<file path="src/rtl/rgb2grey_pkg.sv">
// Shared types and constants for the rgb2grey_axis luma filter.
// Pixel packing follows the stream: [23:16]=B, [15:8]=G, [7:0]=R.
package rgb2grey_pkg;

    localparam int PIX_W      = 24;
    localparam int COEF_R_DEF = 77;
    localparam int COEF_G_DEF = 150;
    localparam int COEF_B_DEF = 29;
    localparam int RND        = 128;

    typedef struct packed {
        logic [7:0] b;
        logic [7:0] g;
        logic [7:0] r;
    } rgb_t;

    // Stage 1: weighted channels plus everything the later stages still need.
    typedef struct packed {
        logic [15:0] pr;
        logic [15:0] pg;
        logic [15:0] pb;
        rgb_t        pix;
        logic        user;
        logic        mode;
    } s1_t;

    typedef struct packed {
        logic [15:0] sum;
        rgb_t        pix;
        logic        user;
        logic        mode;
    } s2_t;

    typedef struct packed {
        rgb_t pix;
        logic user;
    } s3_t;

    // Rounded Q0.8 luma with the default weights; worst case 65408 fits 16 bits.
    function automatic logic [7:0] luma(rgb_t p);
        logic [15:0] s;
        s = 16'(p.r) * 16'(COEF_R_DEF)
          + 16'(p.g) * 16'(COEF_G_DEF)
          + 16'(p.b) * 16'(COEF_B_DEF)
          + 16'(RND);
        return s[15:8];
    endfunction

endpackage

</file>
<file path="src/rtl/rgb2grey_stage.sv">
// One valid/data pipeline register with its advance logic; the filter chains three.
// The stage accepts whenever it is empty or its current contents leave this cycle.
module rgb2grey_stage #(
    parameter int W = 8
) (
    input  logic         clk_i,
    input  logic         rst_n_i,
    input  logic         up_valid_i,
    output logic         up_ready_o,
    input  logic [W-1:0] up_data_i,
    output logic         dn_valid_o,
    input  logic         dn_ready_i,
    output logic [W-1:0] dn_data_o
);

    logic         valid_q, valid_d;
    logic [W-1:0] data_q, data_d;

    always_comb begin
        up_ready_o = !valid_q || dn_ready_i;
        valid_d    = valid_q;
        data_d     = data_q;
        if (up_ready_o) begin
            valid_d = up_valid_i;
            // Data only moves on a real beat, so idle input cycles leave it untouched.
            if (up_valid_i) begin
                data_d = up_data_i;
            end
        end
    end

    always_ff @(posedge clk_i or negedge rst_n_i) begin
        if (!rst_n_i) begin
            valid_q <= 1'b0;
            data_q  <= '0;
        end else begin
            valid_q <= valid_d;
            data_q  <= data_d;
        end
    end

    assign dn_valid_o = valid_q;
    assign dn_data_o  = data_q;

endmodule

</file>
<file path="src/rtl/rgb2grey_axis.sv">
// AXI-stream RGB to grey filter: 3-stage luma pipeline, mode switched only at start of frame.
// Define RGB2GREY_STATS_EN to add the frame_cnt_o start-of-frame counter.
module rgb2grey_axis
    import rgb2grey_pkg::*;
#(
    parameter int BITS_PER_PIXEL = 24,
    parameter int COEF_R         = COEF_R_DEF,
    parameter int COEF_G         = COEF_G_DEF,
    parameter int COEF_B         = COEF_B_DEF
) (
    input  logic        clk_i,
    input  logic        rst_n_i,
    input  logic        mode_i,
`ifdef RGB2GREY_STATS_EN
    output logic [15:0] frame_cnt_o,
`endif
    input  logic        in_axis_tvalid,
    output logic        in_axis_tready,
    input  logic [23:0] in_axis_tdata,
    input  logic        in_axis_tuser,
    output logic        out_axis_tvalid,
    input  logic        out_axis_tready,
    output logic [23:0] out_axis_tdata,
    output logic        out_axis_tuser
);

    if (BITS_PER_PIXEL != PIX_W) begin : g_bpp_check
        $error("rgb2grey_axis: only BITS_PER_PIXEL=24 is supported");
    end
    if (COEF_R + COEF_G + COEF_B != 256) begin : g_coef_check
        $error("rgb2grey_axis: COEF_R+COEF_G+COEF_B must equal 256");
    end

    // Valid/ready: a beat transfers on a rising edge where valid and ready are both high;
    // a producer holds its beat stable until it transfers, and ready may depend on
    // downstream ready combinationally (the chain below ripples out_axis_tready back).

    rgb_t       in_pix;
    logic       beat_mode;
    logic       in_hs;
    logic       out_hs;
    logic       mode_q, mode_d;
    logic [7:0] luma_y;

    s1_t  s1_in, s1_q;
    s2_t  s2_in, s2_q;
    s3_t  s3_in, s3_q;
    logic v1, v2, v3;
    logic rdy1, rdy2, rdy3;

    assign in_pix = rgb_t'(in_axis_tdata);
    assign in_hs  = in_axis_tvalid && rdy1;
    assign out_hs = v3 && out_axis_tready;

    // A start-of-frame beat uses mode_i directly; the rest of the frame uses the latch.
    assign beat_mode = in_axis_tuser ? mode_i : mode_q;

    always_comb begin
        mode_d = mode_q;
        if (in_hs && in_axis_tuser) begin
            mode_d = mode_i;
        end
    end

    always_ff @(posedge clk_i or negedge rst_n_i) begin
        if (!rst_n_i) begin
            mode_q <= 1'b0;
        end else begin
            mode_q <= mode_d;
        end
    end

    always_comb begin
        s1_in      = '0;
        s1_in.pr   = 16'(in_pix.r) * 16'(COEF_R);
        s1_in.pg   = 16'(in_pix.g) * 16'(COEF_G);
        s1_in.pb   = 16'(in_pix.b) * 16'(COEF_B);
        s1_in.pix  = in_pix;
        s1_in.user = in_axis_tuser;
        s1_in.mode = beat_mode;
    end

    always_comb begin
        s2_in      = '0;
        s2_in.sum  = s1_q.pr + s1_q.pg + s1_q.pb + 16'(RND);
        s2_in.pix  = s1_q.pix;
        s2_in.user = s1_q.user;
        s2_in.mode = s1_q.mode;
    end

    always_comb begin
        luma_y     = s2_q.sum[15:8];
        s3_in      = '0;
        s3_in.user = s2_q.user;
        if (s2_q.mode) begin
            s3_in.pix.b = luma_y;
            s3_in.pix.g = luma_y;
            s3_in.pix.r = luma_y;
        end else begin
            s3_in.pix = s2_q.pix;
        end
    end

    rgb2grey_stage #(.W($bits(s1_t))) u_s1 (
        .clk_i      (clk_i),
        .rst_n_i    (rst_n_i),
        .up_valid_i (in_axis_tvalid),
        .up_ready_o (rdy1),
        .up_data_i  (s1_in),
        .dn_valid_o (v1),
        .dn_ready_i (rdy2),
        .dn_data_o  (s1_q)
    );

    rgb2grey_stage #(.W($bits(s2_t))) u_s2 (
        .clk_i      (clk_i),
        .rst_n_i    (rst_n_i),
        .up_valid_i (v1),
        .up_ready_o (rdy2),
        .up_data_i  (s2_in),
        .dn_valid_o (v2),
        .dn_ready_i (rdy3),
        .dn_data_o  (s2_q)
    );

    rgb2grey_stage #(.W($bits(s3_t))) u_s3 (
        .clk_i      (clk_i),
        .rst_n_i    (rst_n_i),
        .up_valid_i (v2),
        .up_ready_o (rdy3),
        .up_data_i  (s3_in),
        .dn_valid_o (v3),
        .dn_ready_i (out_axis_tready),
        .dn_data_o  (s3_q)
    );

    assign in_axis_tready  = rdy1;
    assign out_axis_tvalid = v3;
    assign out_axis_tdata  = s3_q.pix;
    assign out_axis_tuser  = s3_q.user;

`ifdef RGB2GREY_STATS_EN
    logic [15:0] frame_cnt_q, frame_cnt_d;

    // Counts frames as they leave, wrapping naturally at 16 bits.
    always_comb begin
        frame_cnt_d = frame_cnt_q;
        if (out_hs && s3_q.user) begin
            frame_cnt_d = frame_cnt_q + 16'd1;
        end
    end

    always_ff @(posedge clk_i or negedge rst_n_i) begin
        if (!rst_n_i) begin
            frame_cnt_q <= '0;
        end else begin
            frame_cnt_q <= frame_cnt_d;
        end
    end

    assign frame_cnt_o = frame_cnt_q;
`else
    logic unused_out_hs;
    assign unused_out_hs = out_hs;
`endif

endmodule

</file>
<file path="config.mk">
export PLATFORM = sky130hd
export DESIGN_NAME = rgb2grey_axis
export DESIGN_NICKNAME = d
export VERILOG_FILES = /design/src/rtl/rgb2grey_pkg.sv /design/src/rtl/rgb2grey_stage.sv /design/src/rtl/rgb2grey_axis.sv
export SDC_FILE = /design/constraint.sdc
export NUM_CORES = 1
export LEC_CHECK = 0
export ABC_AREA = 0
export CORE_AREA = 2 2 134 136
export CTS_CLUSTER_SIZE = 30
export DETAILED_ROUTE_END_ITERATION = 16
export DIE_AREA = 0 0 136 138
export GPL_TIMING_DRIVEN = 0
export PLACE_DENSITY = 0.72
export REMOVE_ABC_BUFFERS = 1
export SKIP_LAST_GASP = 1
export SLEW_MARGIN = 10
export SYNTH_ARGS = -nofsm -noshare
export SYNTH_HDL_FRONTEND = slang
export SYNTH_SLANG_ARGS = --single-unit
</file>
<file path="constraint.sdc">
create_clock -name clk_i -period 3.13 [get_ports clk_i]
set_input_delay 0.626 -clock clk_i [delete_from_list [all_inputs] [get_ports clk_i]]
set_output_delay 0.626 -clock clk_i [all_outputs]
set_load 0.03 [all_outputs]
</file>
# Word-level counts from Yosys, hierarchy flattened
# Index checks and enable logic that the tools add are counted.
# totals
elab_cells	26
register_bits	140
inputBits	30
# classes
add_sub_neg	3
n_reduce_logical	11
n_mux	2
mul	3
# op_table
op	n
8-bit by 7-bit multiplier with 15-bit output (second input constant)	2
24-bit 2-to-1 mux	1
15-bit by 16-bit adder with 16-bit output	1
16-bit by 13-bit adder with 16-bit output	1
16-bit by 8-bit adder with 16-bit output (second input constant)	1
8-bit by 5-bit multiplier with 13-bit output (second input constant)	1
2-bit AND reduction	3
1-bit logical NOT	3
1-bit logical OR	3
1-bit logical AND	2
1-bit 2-to-1 mux	1

# Longest topological paths before layout
# Gate-level depths: netlist of the first run.
# logic_depth
word_depth	6
depth_mapped	14
depth_no_buf	14

# By module
# From an unflattened synthesis of the first run, not the netlist that was laid out.
# hier_totals
hier_cells	849
hier_area_um2	10390.0
# modules_own_cells
module	area_per_inst_um2	cells_per_inst	instances
rgb2grey_axis	4423.0	541	1
rgb2grey_stage at u_s1	3111.7	160	1
rgb2grey_stage at u_s2	1775.5	92	1
rgb2grey_stage at u_s3	1079.8	56	1

# Least setup slack after synthesis of the first run
# No wires, ideal clock.
# synth_path
kind	input port to flip-flop
startpoint	input port in_axis_tdata[4]
endpoint	register u_s1.data_q[72] (netlist: u_s1.dn_data_o[72])
setup_time_ps	131
t_arrival_ps	3653
cell_stages	12
setup_slack_ps	-654
n_path_buf	0
path_cell_list	ha_1 -> ha_1 -> inv_1 -> fa_1 -> inv_1 -> fa_1 -> ha_1 -> o21a_1 -> a2111oi_2 -> o21bai_1 -> a2111oi_2 -> nor3_1
# synth_between
elab_chain_cells	1
# synth_rtl
item	line	text
start, declared	rgb2grey_axis.sv:19	input logic [23:0] in_axis_tdata,
8-bit by 7-bit multiplier with 15-bit output	rgb2grey_axis.sv:75	s1_in.pr = 16'(in_pix.r) * 16'(COEF_R);
end signal, assigned	rgb2grey_stage.sv:38	data_q <= data_d;
end, declared	rgb2grey_stage.sv:17	logic [W-1:0] data_q, data_d;
# Every way passes these cells.
# A chain may end at the register's enable or synchronous reset.

# Worst setup path after layout of the first run
# layout_path
startpoint	input port in_axis_tdata[5]
endpoint	register u_s1.data_q[69] (netlist: u_s1.dn_data_o[69])
# Same word-level chain as after synthesis.

==> results of run 1 <==
## area by class of cell
cell class / count / share of cell area
timing repair buffer: 85 / 0.0802
tap: 229 / 0.0265
clock inverter: 13 / 0.00961
inverter: 112 / 0.0398
clock buffer: 19 / 0.0419
multi-input combinational: 592 / 0.508
sequential: 127 / 0.294
## Yosys cell counts (4+ instances only)
cell / instances / area, um2
a211o_1: 5 / 43.8
a21o_1: 9 / 67.6
a21oi_1: 21 / 105
buf_1: 4 / 15.0
clkbuf_1: 21 / 78.8
dfrtp_1: 127 / 3180
fa_1: 38 / 761
ha_1: 125 / 1560
inv_1: 112 / 420
mux2_2: 28 / 315
mux2i_1: 26 / 260
nand2_1: 134 / 503
nand2b_1: 6 / 37.5
nand3_1: 5 / 25.0
nand3b_1: 4 / 30.0
nor2_1: 15 / 56.3
nor2b_1: 4 / 25.0
nor3_1: 7 / 35.0
o21a_1: 11 / 82.6
o21ai_0: 78 / 390
o31ai_1: 4 / 30.0
or3_1: 5 / 31.3
xnor2_1: 15 / 131
xor2_1: 12 / 105
## flip-flops by register name (all words and copies together) (netlist names)
register	flops
u_s1.dn_valid_o	1
u_s3.dn_data_o	25
u_s3.dn_valid_o	1
mode_q	1
u_s1.dn_data_o	64
u_s2.dn_data_o	34
u_s2.dn_valid_o	1
## metrics by stage
stage	hold WS (ns)	cell area (um2)	utilization	instances
2_1_floorplan	0.330	8520	-	831
3_3_place_gp	0.455	9360	0.534	1116
3_5_place_dp	0.462	9450	0.539	1119
4_1_cts	0.202	10500	0.596	1166
5_1_grt	0.222	10800	0.617	1177
6_report	0.192	10800	0.617	1177
## worst max-delay path, delay by kind of cell
| kind | cells | cell delay (ns) |
|---|---|---|
| AOI/OAI and AO/OA | 5 | 0.90 |
| buffers and inverters | 5 | 0.36 |
| adders and majority gates | 5 | 1.73 |
## power breakdown
| part | switching (mW) | internal, mW | total, mW |
|---|---|---|---|
| Sequential | 0.374 | 2.18 | 2.55 |
| Combinational | 3.27 | 2.93 | 6.20 |
| Clock | 0.781 | 1.07 | 1.85 |
| Total | 4.42 | 6.18 | 10.6 |
## logic make-up after synthesis
kind of cell	count (synthesis)	share of synthesized area
adders and majority gates	163	0.270
DFF	127	0.369
muxes	54	0.0668
and+or+nand+nor	191	0.0956
AOI/OAI and AO/OA	157	0.111
xor gates and xnor gates	27	0.0274
buffers and inverters	139	0.0608
## repair_timing
item,CTS,global route
setup endpoints to repair,26,20
gates resized for setup,159,59
buffers inserted,15,12
pin swaps,50,44
endpoints found under the hold margin,0,0
## how the worst max path moves through the flow
stage / startpoint / endpoint / slack [ns]
floorplan: in_axis_tdata[4] / u_s1.dn_data_o[72] / -0.67
global placement: rst_n_i / u_s1.dn_data_o[37] / -3.61
detailed placement: in_axis_tdata[5] / u_s1.dn_data_o[72] / -1.55
CTS: in_axis_tdata[5] / u_s1.dn_data_o[72] / -0.14
global route: in_axis_tdata[5] / u_s1.dn_data_o[72] / -0.28
finish: in_axis_tdata[5] / u_s1.dn_data_o[69] / -0.18
## layer usage
layer,vias to the layer above,part of all wire,track usage,wire (um)
li1,3038,-,-,-
met4,0,0.016,0.0526,296
met5,-,0,0,0
met3,27,0.027,0.0367,493
met2,115,0.50,0.336,8990
met1,3002,0.46,0.268,8270
==> results_dict.tcl, run 1 <==
set metrics [dict create \
    run_status "complete, but fails checks" \
    failed_checks "negative setup slack" \
    critPathMostFrequentCell "ha_4" \
    areaGrowthSynthToFinish_pct 25.4 \
    timing.rr.start "u_s1.dn_data_o[32]" \
    grt_antenna_before_repair 0 \
    vdd.ir_drop.worst_uv 736 \
    detail_route.wirelength_um 18100 \
    grt_start_max_net_pins 86 \
    worst_r2r_endpoint "u_s2.dn_data_o[38]" \
    setup_repair_after_global_routing_missed_its_margin "yes" \
    edff_count_synth 0 \
    port_buffers 56 \
    antenna_cells 0 \
    dpl_worst_slack_ns -1.55 \
    via_count 6182 \
    cts_tree "built" \
    grt.overflow.total 0 \
    yosys_warnings 0 \
    synth_ff_type "dfrtp_1" \
    kind_of_path_behind_the_tightest_hold_check "primary input to async pin" \
    drt_iter0_markers 341 \
    timing.clock.skew_ns 0.0121 \
    synthesis.area_per_instance_um2 10.0 \
    detailedRoute.firstPassIterationCount 4 \
    timing_worst_setup_path_type "primary input to flop" \
    worst_path_max_delay_cell "fa_1" \
    r2r.worst_path.cells 12 \
    clock_latency_ns 0.42 \
    timing.critical_path.slowest_cell_delay_ns 0.53 \
    die-area_mm2 0.0188 \
    post_synth_instance_area_mm2 0.00862 \
    crit_path_max_fanout 3 \
    fp.dieW_um 136 \
    filler_cell_count 1373 \
    report.final.hold_viol_count 0 \
    final_nets 1128 \
    num_io_pins 57 \
    arrival_ns 3.63 \
    kind_of_end_point_of_the_critical_path "flop" \
    cts-root-buf "clkbuf_16" \
    grt_first_pass_wirelength_um 30300 \
    drive_above_1_share 0.213 \
    initial_util 0.492 \
    routedWlPerCell_um 15.3 \
    clock.fmax_mhz 302 \
    ys_async_sr_fraction 1.00 \
    layout.cells.most_common_list "nand2_1 (130), dfrtp_1 (126), ha_1 (96), inv_1 (89), o21ai_0 (69)" \
    dp.final_hpwl_um 12200 \
    routed_via_density 5.25 \
    clk_transition_reported_paths_ns 0.06 \
    gp_routability_congestion 0.843 \
    grt_pass1_vias 6348 \
    cts.htree.levels 4 \
    worst-r2r-setup-slack_ns -0.04 \
    final_antenna_net_count 0 \
    netlist_instances 858 \
    max_cap_violations 0 \
    timing.final.ws_setup_ns -0.179 \
    synthDistinctLibCells 47 \
    core_area_mm2 0.0175 \
    setup-tns-final_ns -0.697 \
    leakage_nw 5.21 \
    critPathLaunchType "primary input" \
    worst_pin_slew_ns 0.852 \
    final.period_utilization 1.06 \
    cts.hold.buffers_added 0 \
    period_needed_ns 3.31 \
    synth_seq_cells 127 \
    drc_viols 0 \
    register_area_mm2 0.00318 \
    critical_path.cell_chain "buf_12, ha_4, ha_4, inv_2, fa_1, inv_2, fa_1, ha_4, buf_4, inv_4, a21oi_4, o31a_1, o21a_1, o21a_1, o31ai_1" \
    tritoncts_num_sinks 127 \
    report.final.slew_viol_count 0 \
    setup_viol_count_final 7 \
    placement_rows 49 \
    synth_sequential_area_ratio 0.369 \
    grt_usage 0.201 \
    multi_input_comb_area_mm2 0.00549 \
    die-height_um 138 \
    clock_path_buffers 2 \
    number_of_buffers_inserted_during_clock_tree_synthesis 17 \
    slew_headroom 0.432 \
    post-layout-total-power_mw 10.6 \
    layout_commonest_cell "nand2_1" \
    power-per-cell-area_mw_per_mm2 980 \
    cp_data_required_time_ns 3.45 \
]
Note: power is estimated with default switching activity, not from simulation.
==> run 2, diff against run 1 <==
Settings changed: CORE_AREA 2 2 134 136 to 2 2 150 152, DIE_AREA 0 0 136 138 to 0 0 152 154, PLACE_DENSITY 0.72 to unset.
==> run 2 against run 1 <==
Net effect:
- the run still ends with negative setup slack left
- design area about the same
- sequential cell count did not move
- clock power is 14% higher
- via count down 4.1%
- combinational power fell by 11%
- hold slack worse by 0.055 ns
- die area up 25%
- worst setup slack improved by 0.083 ns
- clock-buffer cell count stayed put
- power fell by 4.1%
- largest cell class unchanged
==> results_dict.tcl, run 2 (synthesis results as in run 1) <==
set metrics [dict create \
    switching_power_mw 4.05 \
    drc_viols 0 \
    grt_antenna_before_repair 0 \
    worst_path_max_delay_cell "fa_1" \
    crit_path_max_fanout 3 \
    fin_cells 1214 \
    setup_viol_count_final 5 \
    initial_util 0.397 \
    finalHoldWorstSlack_ns 0.137 \
    power-per-cell-area_mw_per_mm2 940 \
    port_buffers 56 \
    placement_rows 54 \
    gp_routability_congestion 0.775 \
    max_cap_violations 0 \
    fp.dieW_um 152 \
    setup_repair_after_global_routing_missed_its_margin "yes" \
    timing.rr.start "u_s1.dn_data_o[32]" \
    worst_setup_path_startpoint "in_axis_tdata[5]" \
    timing.final.ws_setup_ns -0.0968 \
    cts.htree.levels 4 \
    dp.final_hpwl_um 12700 \
    core_area_mm2 0.0217 \
    setup-tns-final_ns -0.289 \
    largest_register_ff_count 64 \
    routedWlPerCell_um 14.3 \
    arrival_ns 3.53 \
    drive_above_1_share 0.193 \
    power.clock.fraction 0.208 \
    cts.hold.buffers_added 0 \
    kind_of_end_point_of_the_critical_path "flop" \
    die-height_um 154 \
    areaGrowthSynthToFinish_pct 25.4 \
    report.final.hold_viol_count 0 \
    layout.cells.most_common_list "nand2_1 (131), dfrtp_1 (126), inv_1 (96), ha_1 (96), o21ai_0 (68)" \
    final.period_utilization 1.03 \
    power_frac_comb 0.541 \
    detail_route.wirelength_um 17400 \
    gr-usage-met3 0.0375 \
    vdd.ir_drop.worst_uv 533 \
    kind_of_path_behind_the_tightest_hold_check "primary input to async pin" \
    clock_latency_ns 0.42 \
    die-area_mm2 0.0234 \
    via_count 5929 \
    routed_via_density 4.88 \
    grt.met2_usage 0.250 \
    cts_tree "built" \
    cts-root-buf "clkbuf_16" \
    layout_commonest_cell "nand2_1" \
    final_antenna_net_count 0 \
    int_pwr_mw 6.10 \
    globalRoute.busiestLayer "met2" \
    num_io_pins 57 \
    worst-r2r-setup-slack_ns 0 \
    placed_cells 1171 \
    timing_worst_setup_path_type "primary input to flop" \
    detailedRoute.firstPassIterationCount 4 \
    report.final.slew_viol_count 0 \
    clk_transition_reported_paths_ns 0.06 \
    global_route.usage.met1 0.214 \
    tritoncts_num_sinks 127 \
    swShare 0.399 \
    clock.fmax_mhz 310 \
    post-route-util 0.498 \
    post-layout-total-power_mw 10.2 \
    cp_data_required_time_ns 3.43 \
    grt_usage 0.157 \
    antenna_cells 0 \
    critPathMostFrequentCell "ha_4" \
    grt.overflow.total 0 \
    failed_checks "negative setup slack" \
    drt_iter0_markers 161 \
    critical_path.cell_chain "buf_12, ha_4, ha_4, inv_2, fa_1, inv_1, fa_1, ha_4, o21a_1, a2111oi_4, o21bai_2, a2111oi_4, nor3_1" \
    slew_headroom 0.485 \
    run_status "complete, but fails checks" \
    timing.clock.skew_ns 0.00730 \
    grt_start_max_net_pins 86 \
    timing.critical_path.slowest_cell_delay_ns 0.52 \
    number_of_buffers_inserted_during_clock_tree_synthesis 17 \
    power.share.sequential 0.251 \
    grt_pass1_vias 6037 \
    leakage_nw 5.17 \
    grt_first_pass_wirelength_um 29700 \
    worst_pin_slew_ns 0.769 \
    period_needed_ns 3.23 \
    final_nets 1114 \
    clock_path_buffers 2 \
    critPathLaunchType "primary input" \
]
## run 2: routing by layer
metal  wire, um  share of wire  up-vias
li1           -              -     3013
met1       8680           0.50     2826
met2       7990           0.46       77
met3        544          0.031       13
met4        155         0.0089        0
met5          0              0        -
## run 2: final timing paths
check / to / depth (start not counted)
max reg2reg: u_s2.dn_data_o[41] / 12
max in group asynchronous: u_s2.dn_data_o[0] / 2
min in group clk_i: u_s1.dn_data_o[16] / 3
min reg2reg: u_s1.dn_data_o[11] / 2
min: u_s1.dn_data_o[23] / 1
max: u_s1.dn_data_o[72] / 13
## run 2: repair_timing
action / CTS / global route
pin swaps: 38 / 34
hold endpoints to repair: 0 / 0
cloned: 0 / 0
resized for setup: 147 / 58
buffers inserted: 7 / 4
setup endpoints to repair: 26 / 18
## run 2: cell type report
class	count	area [um2]
Clock buffer	19	453
Clock inverter	13	185
Fill cell	1981	10900
Inverter	112	425
Multi-Input combinational cell	592	5450
Sequential cell	127	3180
Tap cell	280	350
Timing Repair Buffer	71	769
## run 2: power groups by stage
stage | clock (mW) | sequential, mW | combinational [mW]
floorplan | 0 | 2.76 | 3.20
global placement | 0 | 2.58 | 4.66
detailed placement | 0 | 2.59 | 4.71
CTS | 2.17 | 2.56 | 5.12
global route | 2.23 | 2.62 | 6.18
finish | 2.11 | 2.55 | 5.49
## run 2: per-stage QoR
stage	cell area (um2)	setup slack (ns)
2_1_floorplan	8520	-0.667
3_3_place_gp	9430	-3.73
3_5_place_dp	9550	-1.49
4_1_cts	10600	-0.0546
5_1_grt	10800	-0.217
6_report	10800	-0.0968
## run 2: critical path, delay by kind of cell
family                     cells  cell delay, ns
buffers and inverters          3            0.18
AOI/OAI and AO/OA              4            0.96
and+or+nand+nor                1            0.07
adders and majority gates      5            1.68
==> run 3, diff against run 2 <==
Settings changed: ABC_CLOCK_PERIOD_IN_PS set to 3000, GPL_ROUTABILITY_DRIVEN set to 0.
Clock period 3.13 ns to 3 ns, I/O delays scaled along.
==> run 3 against run 2 <==
Net effect:
- critical path depth is the same
- register-to-register slack lost 0.09 ns
- largest cell class unchanged
- sequential share of layout area shrank 0.65 points
- worst setup slack lost 0.10 ns
- global-route usage grew 0.38 points
- critical path type unchanged
- core utilization grew 1.1 points
- design area grew 2.3%
- the flow still finishes with violations (negative setup slack)
- sequential power grew 4%
==> results_dict.tcl, run 3 (synthesis results as in run 1) <==
set metrics [dict create \
    run_status "complete, but fails checks" \
    failed_checks "negative setup slack" \
    post-route-util 0.510 \
    die-height_um 154 \
    tritoncts_num_sinks 127 \
    setup_repair_after_global_routing_missed_its_margin "yes" \
    met3RoutedLength_um 459 \
    core_area_mm2 0.0217 \
    areaGrowthSynthToFinish_pct 28.2 \
    grt_first_pass_wirelength_um 30400 \
    drc_viols 0 \
    cts.htree.levels 4 \
    fin_area_mm2 0.0111 \
    setup_viol_count_final 9 \
    filler_cell_count 1943 \
    leakage_nw 5.26 \
    layout_commonest_cell "nand2_1" \
    layout.cells.most_common_list "nand2_1 (130), dfrtp_1 (126), inv_1 (91), ha_1 (91), o21ai_0 (65)" \
    drive_above_1_share 0.225 \
    dp.final_hpwl_um 12700 \
    via_count 6004 \
    clock.fmax_mhz 313 \
    routed_via_density 4.90 \
    worst-r2r-setup-slack_ns -0.09 \
    period_needed_ns 3.20 \
    crit_path_max_fanout 3 \
    kind_of_end_point_of_the_critical_path "flop" \
    slew_headroom 0.486 \
    cp_data_required_time_ns 3.30 \
    largest_register_ff_count 64 \
    clock_latency_ns 0.42 \
    arrival_ns 3.50 \
    post-layout-total-power_mw 10.8 \
    cts-root-buf "clkbuf_16" \
    detail_route.wirelength_um 17900 \
    power-per-cell-area_mw_per_mm2 981 \
    met2_wirelength_um 8420 \
    die-area_mm2 0.0234 \
    placement.cell_area_mm2 0.00955 \
    timing.final.ws_setup_ns -0.199 \
    clk_transition_reported_paths_ns 0.06 \
    worst_r2r_endpoint "u_s2.dn_data_o[41]" \
    report.final.hold_viol_count 0 \
    report.final.slew_viol_count 0 \
    initial_util 0.397 \
    dpl_worst_slack_ns -1.60 \
    critical_path_buf_inv_count 3 \
    grt_usage 0.161 \
    cts_tree "built" \
    port_buffers 56 \
    setup-tns-final_ns -0.826 \
    worst_pin_slew_ns 0.768 \
    final.period_utilization 1.07 \
    number_of_buffers_inserted_during_clock_tree_synthesis 17 \
    routedWlPerCell_um 14.6 \
    finalHoldWorstSlack_ns 0.113 \
    grt.overflow.total 0 \
    num_io_pins 57 \
    detailedRoute.firstPassIterationCount 5 \
    critical_path.cell_chain "buf_12, ha_4, ha_4, inv_2, fa_1, inv_1, fa_1, ha_4, o21a_1, a2111oi_4, o21bai_2, a2111oi_4, nor3_1" \
    vdd.ir_drop.worst_uv 598 \
    grt_pass1_vias 6137 \
    final_nets 1126 \
    final_antenna_net_count 0 \
    placed_cells 1171 \
    antenna_cells 0 \
    timing.rr.start "u_s1.dn_data_o[32]" \
    grt_start_max_net_pins 86 \
    critPathMostFrequentCell "ha_4" \
    routed.top_layer "met4" \
    clock_path_buffers 2 \
    timing.clock.skew_ns 0.00551 \
    fin_cells 1226 \
    kind_of_path_behind_the_tightest_hold_check "primary input to async pin" \
    placement_rows 54 \
    fp.dieW_um 152 \
    timing_worst_setup_path_type "primary input to flop" \
    wirelength_met1_um 8840 \
    drt_iter0_markers 173 \
    worst_path_max_delay_cell "fa_1" \
    critPathLaunchType "primary input" \
    max_cap_violations 0 \
    r2r.worst_path.cells 12 \
    cpLargestDelayFamily "adder cells" \
    timing.critical_path.slowest_cell_delay_ns 0.52 \
    cts.hold.buffers_added 0 \
    grt_antenna_before_repair 0 \
]
run 3: area by class of cell:
| cell class | instances | area [um2] | share of cell area |
|---|---|---|---|
| Tap cell | 280 | 350 | 0.0317 |
| Timing Repair Buffer | 83 | 882 | 0.0798 |
| Inverter | 112 | 433 | 0.0392 |
| Clock inverter | 13 | 185 | 0.0168 |
| Sequential cell | 127 | 3180 | 0.288 |
| Clock buffer | 19 | 453 | 0.0410 |
| Multi-Input combinational cell | 592 | 5570 | 0.504 |
run 3: what timing repair did:
item | in CTS | in global routing
setup buffers | 17 | 6
resized for setup | 196 | 49
pin swaps | 63 | 33
cloned | 0 | 0
endpoints found under the setup margin | 29 | 22
run 3: how the worst max path moves through the flow:
stage	start	endpoint	slack, ns	cells after the start
after floorplan	in_axis_tdata[4]	u_s1.dn_data_o[72]	-0.77	12
after global placement	rst_n_i	u_s1.dn_data_o[54]	-3.84	1
after detailed placement	in_axis_tdata[5]	u_s1.dn_data_o[72]	-1.60	13
after CTS	in_axis_tdata[5]	u_s1.dn_data_o[72]	-0.16	13
after global routing	in_axis_tdata[5]	u_s1.dn_data_o[72]	-0.32	13
final	in_axis_tdata[5]	u_s1.dn_data_o[72]	-0.20	13
run 3: report_power, final:
group	total, mW	internal, mW	switching [mW]
Combinational	5.98	2.84	3.14
Clock	2.20	1.44	0.766
Sequential	2.66	2.27	0.388
Total	10.8	6.55	4.29
run 3: worst reg2reg max path: stages (launching register included):
cell,delay [ns]
dfrtp_1,0.33
inv_2,0.05
fa_2,0.37
inv_2,0.06
fa_1,0.44
ha_4,0.24
a211o_1,0.27
or3_1,0.32
o221ai_2,0.22
o21ai_2,0.13
o31a_1,0.29
xnor2_2,0.17
o21ai_1,0.07
run 3: per-layer routing:
metal  global-route usage  vias to the layer above
met2                0.261                       75
met4               0.0436                        0
li1                     -                     3036
met5                    0                        -
met1                0.216                     2875
met3               0.0383                       18
